### config.mk
export PLATFORM = sky130hd
export DESIGN_NAME = branch_pc_unit
export DESIGN_NICKNAME = d
export VERILOG_FILES = /design/src/rtl/branch_pc_pkg.sv /design/src/rtl/branch_pc_unit_return_stack.sv /design/src/rtl/branch_pc_unit.sv
export SDC_FILE = /design/constraint.sdc
export NUM_CORES = 1
export LEC_CHECK = 0
export ABC_AREA = 1
export ABC_CLOCK_PERIOD_IN_PS = 6900
export CORE_MARGIN = 5
export CORE_UTILIZATION = 25
export DETAILED_ROUTE_END_ITERATION = 6
export PLACE_DENSITY = 0.41
export SLEW_MARGIN = 20
export SYNTH_ARGS = -nofsm -noshare
export SYNTH_HDL_FRONTEND = slang
export SYNTH_SLANG_ARGS = --single-unit
### constraint.sdc
create_clock -name Clk -period 6.9 [get_ports Clk]
set_clock_uncertainty 0.1 [all_clocks]
set_input_delay 0.69 -clock Clk [delete_from_list [all_inputs] [get_ports Clk]]
set_output_delay 0.69 -clock Clk [all_outputs]
set_load 0.02 [all_outputs]
### src/rtl/branch_pc_pkg.sv
// Shared types and constants for the branch/PC unit: FSM states and the
// power-on contents of the branch target LUT.
package branch_pc_pkg;

  typedef enum logic {
    S_HALT = 1'b0,
    S_RUN  = 1'b1
  } state_t;

  localparam int unsigned LUT_IDX_NEG5  = 0;
  localparam int unsigned LUT_IDX_POS20 = 1;
  localparam int unsigned LUT_IDX_NEG1  = 2;

  // Two's-complement default values at 64 bits; callers keep the low D bits.
  function automatic logic [63:0] lut_default(input int unsigned idx);
    logic [63:0] val;
    val = '0;
    if (idx == LUT_IDX_NEG5)       val = -64'sd5;
    else if (idx == LUT_IDX_POS20) val = 64'd20;
    else if (idx == LUT_IDX_NEG1)  val = '1;
    return val;
  endfunction

endpackage

### src/rtl/branch_pc_unit_return_stack.sv
// Parametrised LIFO holding return addresses for call/ret.
// The parent never issues push and pop in the same cycle.
module return_stack #(
  parameter int unsigned D        = 12,
  parameter int unsigned RS_DEPTH = 4
) (
  input  logic         clk,
  input  logic         reset,
  input  logic         push,
  input  logic         pop,
  input  logic [D-1:0] push_data,
  output logic [D-1:0] top,
  output logic         full,
  output logic         empty
);

  localparam int unsigned CW = $clog2(RS_DEPTH + 1);

  logic [D-1:0]  mem [RS_DEPTH];
  logic [CW-1:0] count;

  assign full  = (count == CW'(RS_DEPTH));
  assign empty = (count == '0);

  always_comb begin
    top = '0;
    for (int unsigned i = 0; i < RS_DEPTH; i++) begin
      if (count == CW'(i + 1)) top = mem[i];
    end
  end

  always_ff @(posedge clk) begin
    if (reset) begin
      count <= '0;
      for (int unsigned i = 0; i < RS_DEPTH; i++) mem[i] <= '0;
    end else if (push && !full) begin
      for (int unsigned i = 0; i < RS_DEPTH; i++) begin
        if (count == CW'(i)) mem[i] <= push_data;
      end
      count <= count + CW'(1);
    end else if (pop && !empty) begin
      count <= count - CW'(1);
    end
  end

endmodule

### src/rtl/branch_pc_unit.sv
// Program-counter unit: HALT/RUN control, branch target selection from an
// immediate or a writable LUT, and call/ret through a small return stack.
module branch_pc_unit
  import branch_pc_pkg::*;
#(
  parameter int unsigned D        = 12,
  parameter int unsigned SEL_W    = 4,
  parameter int unsigned RS_DEPTH = 4,
  parameter logic [D-1:0] RESET_PC = '0
) (
  input  logic             Clk,
  input  logic             Reset,
  input  logic             start,
  input  logic             stall,
  input  logic             halt_req,
  input  logic             branch_en,
  input  logic             call,
  input  logic             ret,
  input  logic             imm_or_lut,
  input  logic             abs_mode,
  input  logic [SEL_W-1:0] pc_ctrl_input,
  input  logic             lut_we,
  input  logic [SEL_W-1:0] lut_waddr,
  input  logic [D-1:0]     lut_wdata,
  output logic [D-1:0]     prog_ctr,
  output logic             halted,
  output logic             rs_overflow,
  output logic             rs_underflow
);

  localparam int unsigned LUT_DEPTH = 2 ** SEL_W;

  state_t       state, state_n;
  logic [D-1:0] pc_n;
  logic [D-1:0] lut [LUT_DEPTH];
  logic [D-1:0] target, jump_pc, inc_pc, rs_top;
  logic         rs_push, rs_pop, rs_full, rs_empty;
  logic         ovf_n, unf_n;

  return_stack #(
    .D        (D),
    .RS_DEPTH (RS_DEPTH)
  ) u_rs (
    .clk       (Clk),
    .reset     (Reset),
    .push      (rs_push),
    .pop       (rs_pop),
    .push_data (inc_pc),
    .top       (rs_top),
    .full      (rs_full),
    .empty     (rs_empty)
  );

  // LUT read is combinational on the current array, so a same-cycle write
  // to the same index is only seen on the following cycle.
  assign target  = imm_or_lut ? lut[pc_ctrl_input]
                              : {{(D-SEL_W){pc_ctrl_input[SEL_W-1]}}, pc_ctrl_input};
  assign jump_pc = abs_mode ? target : prog_ctr + target;
  assign inc_pc  = prog_ctr + D'(1);
  assign halted  = (state == S_HALT);

  always_comb begin
    state_n = state;
    pc_n    = prog_ctr;
    rs_push = 1'b0;
    rs_pop  = 1'b0;
    ovf_n   = 1'b0;
    unf_n   = 1'b0;
    unique case (state)
      S_HALT: begin
        if (start) state_n = S_RUN;
      end
      S_RUN: begin
        if (stall) begin
          state_n = S_RUN;
        end else if (halt_req) begin
          state_n = S_HALT;
        end else if (ret) begin
          if (!rs_empty) begin
            pc_n   = rs_top;
            rs_pop = 1'b1;
          end else begin
            pc_n  = inc_pc;
            unf_n = 1'b1;
          end
        end else if (call) begin
          pc_n = jump_pc;
          if (!rs_full) rs_push = 1'b1;
          else          ovf_n   = 1'b1;
        end else if (branch_en) begin
          pc_n = jump_pc;
        end else begin
          pc_n = inc_pc;
        end
      end
      default: state_n = S_HALT;
    endcase
  end

  always_ff @(posedge Clk) begin
    if (Reset) begin
      state        <= S_HALT;
      prog_ctr     <= RESET_PC;
      rs_overflow  <= 1'b0;
      rs_underflow <= 1'b0;
    end else begin
      state        <= state_n;
      prog_ctr     <= pc_n;
      rs_overflow  <= ovf_n;
      rs_underflow <= unf_n;
    end
  end

  always_ff @(posedge Clk) begin
    if (Reset) begin
      for (int unsigned i = 0; i < LUT_DEPTH; i++) begin
        logic [63:0] dflt;
        dflt   = lut_default(i);
        lut[i] <= dflt[D-1:0];
      end
    end else if (lut_we) begin
      lut[lut_waddr] <= lut_wdata;
    end
  end

endmodule

### Word level (Yosys, flattened, before mapping)

Memories as Yosys holds them, arrays and structs flattened.
Cells that the tools add are included.

| word-level totals | value |
|---|---|
| word-level logic and storage cells | 93 |
| memory bits (writable) | 240 |
| bits in registers | 18 |
| memories kept | 2 |

Memories:

| memory | depth | width | read ports | clocked after Yosys merged registers in | write ports | line | RTL |
|---|---|---|---|---|---|---|---|
| lut | 16 | 12 | 1 | 0 | 16 | branch_pc_unit.sv:35 | `logic [D-1:0] lut [LUT_DEPTH];` |
| u_rs.mem | 4 | 12 | 4 | 0 | 4 | branch_pc_unit_return_stack.sv:19 | `logic [D-1:0] mem [RS_DEPTH];` |

| cells by class | value |
|---|---|
| bitwise operators | 9 |
| reductions and logical operators | 10 |
| equal/unequal tests | 4 |
| add/subtract/negate cells | 4 |
| mux-type cells | 59 |

Operator list:

| operator | number |
|---|---|
| 12-bit two-way mux | 18 |
| 1-bit two-way mux | 37 |
| 12-bit by 1-bit adder with 12-bit output (second input constant) | 1 |
| 12-bit adder | 1 |
| 12-bit OR reduction | 1 |
| 3-bit by 2-bit equality test with 1-bit output (second input constant) | 2 |
| 3-bit two-way mux | 2 |
| 6-bit OR reduction | 1 |
| 1-bit inverter | 5 |
| 5-bit OR reduction | 1 |
| 4-bit two-way mux | 1 |
| 1-bit bitwise OR | 4 |
| 3-bit by 1-bit adder with 3-bit output (second input constant) | 1 |
| 3-bit by 1-bit equality test with 1-bit output (second input constant) | 1 |
| 3-bit equality test (second input constant) | 1 |
| 3-bit zero test | 1 |
| 3-bit AND reduction | 1 |
| 3-bit by 1-bit subtractor with 3-bit output (second input constant) | 1 |
| 1-bit logical AND | 2 |
| 1-bit zero test | 2 |
| 1-bit case mux with 2 select lines | 1 |
| 2-bit nonzero test | 1 |

### Depth between registers and ports, before layout

| logic depth | value |
|---|---|
| depth in word-level cells | 12 |
| mapped depth | 25 |
| depth with buffers taken out | 23 |

### Cells and area by module

From an unflattened synthesis, not the netlist that was laid out.

| unflattened totals | value |
|---|---|
| cells, all modules | 1513 |
| area total of the unflattened synthesis | 13215.2 um2 |

By module, submodules not included:

| module | instances | seq. area each (um2) | cells each | area an instance (um2) |
|---|---|---|---|---|
| branch_pc_unit | 1 | 6065.8 | 1240 | 10762.8 |
| return_stack | 1 | 1501.4 | 273 | 2452.4 |

### Worst setup path after synthesis

Ideal clock, no wire load.

| path | value |
|---|---|
| path type | input port to flip-flop |
| from | input port pc_ctrl_input[2] |
| to | register prog_ctr[6] |
| path buffers | 2 |
| slack | 3826 ps |
| arrival | 2857 ps |
| stages on the path | 23 |
| path through | buf_2 inv_1 buf_2 nand3_1 nand2_1 nand2_1 nand3_1 o21a_1 ha_1 inv_1 fa_1 inv_1 nand3_1 nand2_1 nand2_1 nand2_1 nand2_1 nand3_1 nand2_1 inv_1 nand2_1 a21oi_1 nor2_1 |

| between the ends | value |
|---|---|
| cells in the longest elaborated chain, start to end | 7 |

RTL lines:

| what | line | RTL |
|---|---|---|
| from (decl) | branch_pc_unit.sv:21 | `input logic [SEL_W-1:0] pc_ctrl_input,` |
| memory 16 x 12 bit | -- |  |
| 12-bit two-way mux * | branch_pc_unit.sv:56 | `assign target = imm_or_lut ? lut[pc_ctrl_input]` |
| 12-bit adder | branch_pc_unit.sv:58 | `assign jump_pc = abs_mode ? target : prog_ctr + target;` |
| 12-bit two-way mux * | branch_pc_unit.sv:58 |  |
| 12-bit two-way mux | branch_pc_unit.sv:90 | `end else if (branch_en) begin` |
| 12-bit two-way mux * | branch_pc_unit.sv:86 | `end else if (call) begin` |
| 12-bit two-way mux * | branch_pc_unit.sv:78 | `end else if (ret) begin` |
| to (signal assigned) | branch_pc_unit.sv:108 | `prog_ctr <= pc_n;` |
| to (decl) | branch_pc_unit.sv:25 | `output logic [D-1:0] prog_ctr,` |

Mark *: on every way between the ends. The rest lies on a longest branch, timed or not.
A chain may end at the register's enable or synchronous reset.

### Worst setup path after layout

Same ends and word-level chain as after synthesis.

==> summary.txt <==
Power
  • Worst IR Drop VDD: 127 uV
  • Leakage: 5.83 nW
  • Pwr dens: 259 nW/um^2
  • Total power: 3.90 mW

Layout
  • Ant. Diodes: 0
  • Nets: 1,541
  • Area Growth Syn to Fin: 15.2%
  • Share of cells above drive strength 1: 5.35%

Yosys
  • Mapped Area: 13,100 sq um
  • Synthesized instance count: 1,486
  • Count leader, synth: nor2_1
  • Area leader, netlist: edfxtp_1
  • Yosys top cell area share: around 55%
  • Avg Synthesized Cell Area: 8.81 sq um
  • Synth Flop Type: edfxtp_1
  • Post-synth EDFFs: 240
  • Yosys warns: 0
  • Sequential fraction of the synthesis area: 57.8%
  • Top cells by instance count after synthesis: 339 x nor2_1, 295 x nand2_1, 240 x edfxtp_1, 126 x nand3_1, 120 x inv_1
  • Synth area leaders: edfxtp_1 55%, nor2_1 9.7%, nand2_1 8.5%
  • Async S/R FF share, synth: 0%
  • Yosys reg bits: 258
  • Post-Synthesis Net Count: 1,536
  • Unique cell type count in the Yosys netlist: 42

Timing
  • RSZ-0062 raised after global routing: no
  • Hold WS: 0.410 ns
  • Slew headroom: 31.5%
  • Setup TNS: 0 ns
  • Final worst path period share: between 50% and 60%
  • Fin crit period: 3.93 ns
  • Final WS setup: between 2 and 3 ns
  • Pin slew with the least headroom to its limit: 1.03 ns
  • Fmax: 0.254 GHz
  • Final Max Slew Viols: 0
  • Final setup viols: 0
  • Fin. Hold Viols: 0

Detailed routing
  • DR vias: 10,400
  • First-pass DRT Iterations: 7
  • DRT Wirelength: 43.6 mm
  • Antenna violation net count after detailed routing: 0
  • 1st-iter DRT viols: 900
  • Residual DRC: 0
  • Routed wire per std cell: about 20 um
  • Vias per cell: 4.74

CTS
  • Reg clk slew, reported paths: 0.06 ns
  • Clk sinks: 258
  • CTS buffer count: 34
  • Clock latency at the later pin of the worst-skew pair: between 0.5 and 0.6 ns
  • Max H-tree Level: 2
  • Cts hold-fix bufs: 0
  • Post-CTS setup buffers: 0
  • Clock Tree Buf Depth: 3
  • CTS tree: done
  • Post_cts resized: 0
  • Root buffer cell: clkbuf_16

Placed design
  • DP Worst Slack: 2.44 ns
  • Post-DP HPWL: approximately 28 mm
  • Final GP Congestion: 0.850
  • Port-buffer cells: 45

Global route
  • Vias in the first global route: 9,959
  • Global-route wire length before repair: 65.0 mm
  • Gr usage total: approximately 15%
  • Largest net degree at the start of global routing: 77
  • Total gr overflow: 0
  • Initial antenna violation count: 0

Hold path
  • Hold Startpoint: u_rs.count[0]
  • Worst Hold End: u_rs.count[0]
  • Worst hold path type: reg -> reg
  • Hold depth: 1

Critical path
  • Critical-path top delay cell: inv_1
  • FF-to-FF path depth: 20
  • Top cell family by delay on the critical path: buffers and inverters
  • Type of origin of the critical path: input pin
  • Worst stage delay on the critical path: 0.74 ns
  • R2r endpoint: prog_ctr[6]
  • Most frequent CP cell: nand2_1
  • Critical path class: in -> reg
  • Max FO, Critical Path: 27
  • CP arrival: between 4 and 5 ns
  • Worst endpoint required time: 7.23 ns
  • Worst setup EP type: register
  • R2R Path Start: lut[5][3]
  • Critical-path cell list: clkdlybuf4s50_1, buf_4, inv_1, nand3_1, nand2_1, nand2_1, nand3_1, o21a_1, ha_1, inv_1, fa_1, inv_1, nand3_1, nand2_1, nand2_1, nand2_1, nand2_1, nand3_1, nand2_1, inv_1, nand2_1, a21oi_1, nor2_1
  • WP buf/inv: 6
  • Worst R2R Setup Slack: 3.98 ns

Floorplanning
  • Die X: 239 um
  • IO Pins: 46
  • Die Ht: 239 um
  • Core Rows: 83
  • Area of the core: roughly 52,000 sq um
  • Starting Density: 25.4%
  • Area of the die: roughly 57,000 sq um

Status
  • Status: completed

Flow run
  • Max-Cap Viols: 0
## placed cells by master, fill, tap and decap left out, types with 3 or more instances in the layout
cell type / netlist / routed
nor2_1: 339 / 339
nand2_1: 295 / 295
edfxtp_1: 240 / 240
nand3_1: 126 / 126
inv_1: 120 / 120
o21ai_0: 104 / 104
a21oi_1: 43 / 43
clkdlybuf4s50_1: 0 / 43
clkbuf_16: 0 / 35
o211ai_1: 19 / 19
ha_1: 18 / 18
dfxtp_1: 18 / 18
buf_4: 4 / 13
o21ai_1: 11 / 11
clkbuf_1: 36 / 11
clkinv_1: 3 / 10
inv_2: 9 / 9
nand4_1: 7 / 7
nor3_1: 6 / 6
xor2_1: 6 / 6
a31oi_1: 3 / 3
a22oi_1: 3 / 3
nor2_4: 3 / 3
nor2_2: 3 / 3
## routing by layer
metal  track usage, %  wire [um]  up-vias  part of all wire (%)
met4             4.05        905        0                   2.1
met5                0          0        -                     0
met2             24.0      20200      298                    46
met1             21.4      20100     5110                    46
li1                 -          -     4941                     -
met3             2.05       2390       54                   5.5
## through the flow
step | util, % | instances | cell area (sq um)
after floorplan | - | 1486 | 13100
after global placement | 27.2 | 2135 | 14000
after detailed placement | 27.2 | 2135 | 14000
after CTS | 29.2 | 2195 | 15100
after global routing | 29.2 | 2195 | 15100
final | 29.2 | 2195 | 15100
## where the power goes
group,total (mW),switching [mW],internal (mW),leakage (nW)
clock,1.72,0.695,1.03,0.507
sequential,1.81,0.0269,1.79,2.49
combinational,0.366,0.268,0.0982,2.84
## flip-flops by register name, indices dropped and copies added, names as in the netlist
| register | cells |
|---|---|
| rs_overflow | 1 |
| rs_underflow | 1 |
| lut | 192 |
| state | 1 |
| u_rs.mem | 48 |
| u_rs.count | 3 |
| prog_ctr | 12 |
## layout make-up
| class | instances | area (sq um) |
|---|---|---|
| tap | 680 | 851 |
| multi-input combinational | 1008 | 4590 |
| clock inverter | 12 | 111 |
| inverter | 132 | 495 |
| clock buffer | 48 | 945 |
| fill | 5528 | 36500 |
| timing repair buffer | 57 | 533 |
| sequential | 258 | 7570 |
## logic make-up (layout without fill, tap and decap cells)
| family | count (synthesis) | count (layout) | synth area share (%) |
|---|---|---|---|
| AND/OR/NAND/NOR | 788 | 788 | 24.6 |
| flip-flops | 258 | 258 | 57.8 |
| buffers and inverters | 220 | 249 | 7.17 |
| AO/OA/AOI/OAI | 193 | 193 | 8.06 |
| adder cells (fa/ha/maj) | 19 | 19 | 1.87 |
| XOR/XNOR | 8 | 8 | 0.535 |
## worst max path at each step
stage | startpoint | to | slack (ns) | cells after the start
after global placement | pc_ctrl_input[2] | prog_ctr[6] | 2.42 | 23
after detailed placement | pc_ctrl_input[2] | prog_ctr[6] | 2.44 | 23
after floorplan | pc_ctrl_input[2] | prog_ctr[6] | 3.83 | 23
after CTS | pc_ctrl_input[2] | prog_ctr[6] | 3.01 | 23
after global routing | pc_ctrl_input[0] | prog_ctr[6] | 2.58 | 25
final | pc_ctrl_input[2] | prog_ctr[6] | 2.97 | 23
## worst reg2reg max path: cells and delay by family (launching register included)
family	cells	cell delay, ns
AOI/OAI and AO/OA	3	0.45
adders and majority gates	1	0.32
buffers and inverters	3	0.17
DFF	1	0.36
and+or+nand+nor	13	1.41
No activity file was read; power rests on OpenSTA's default activity.
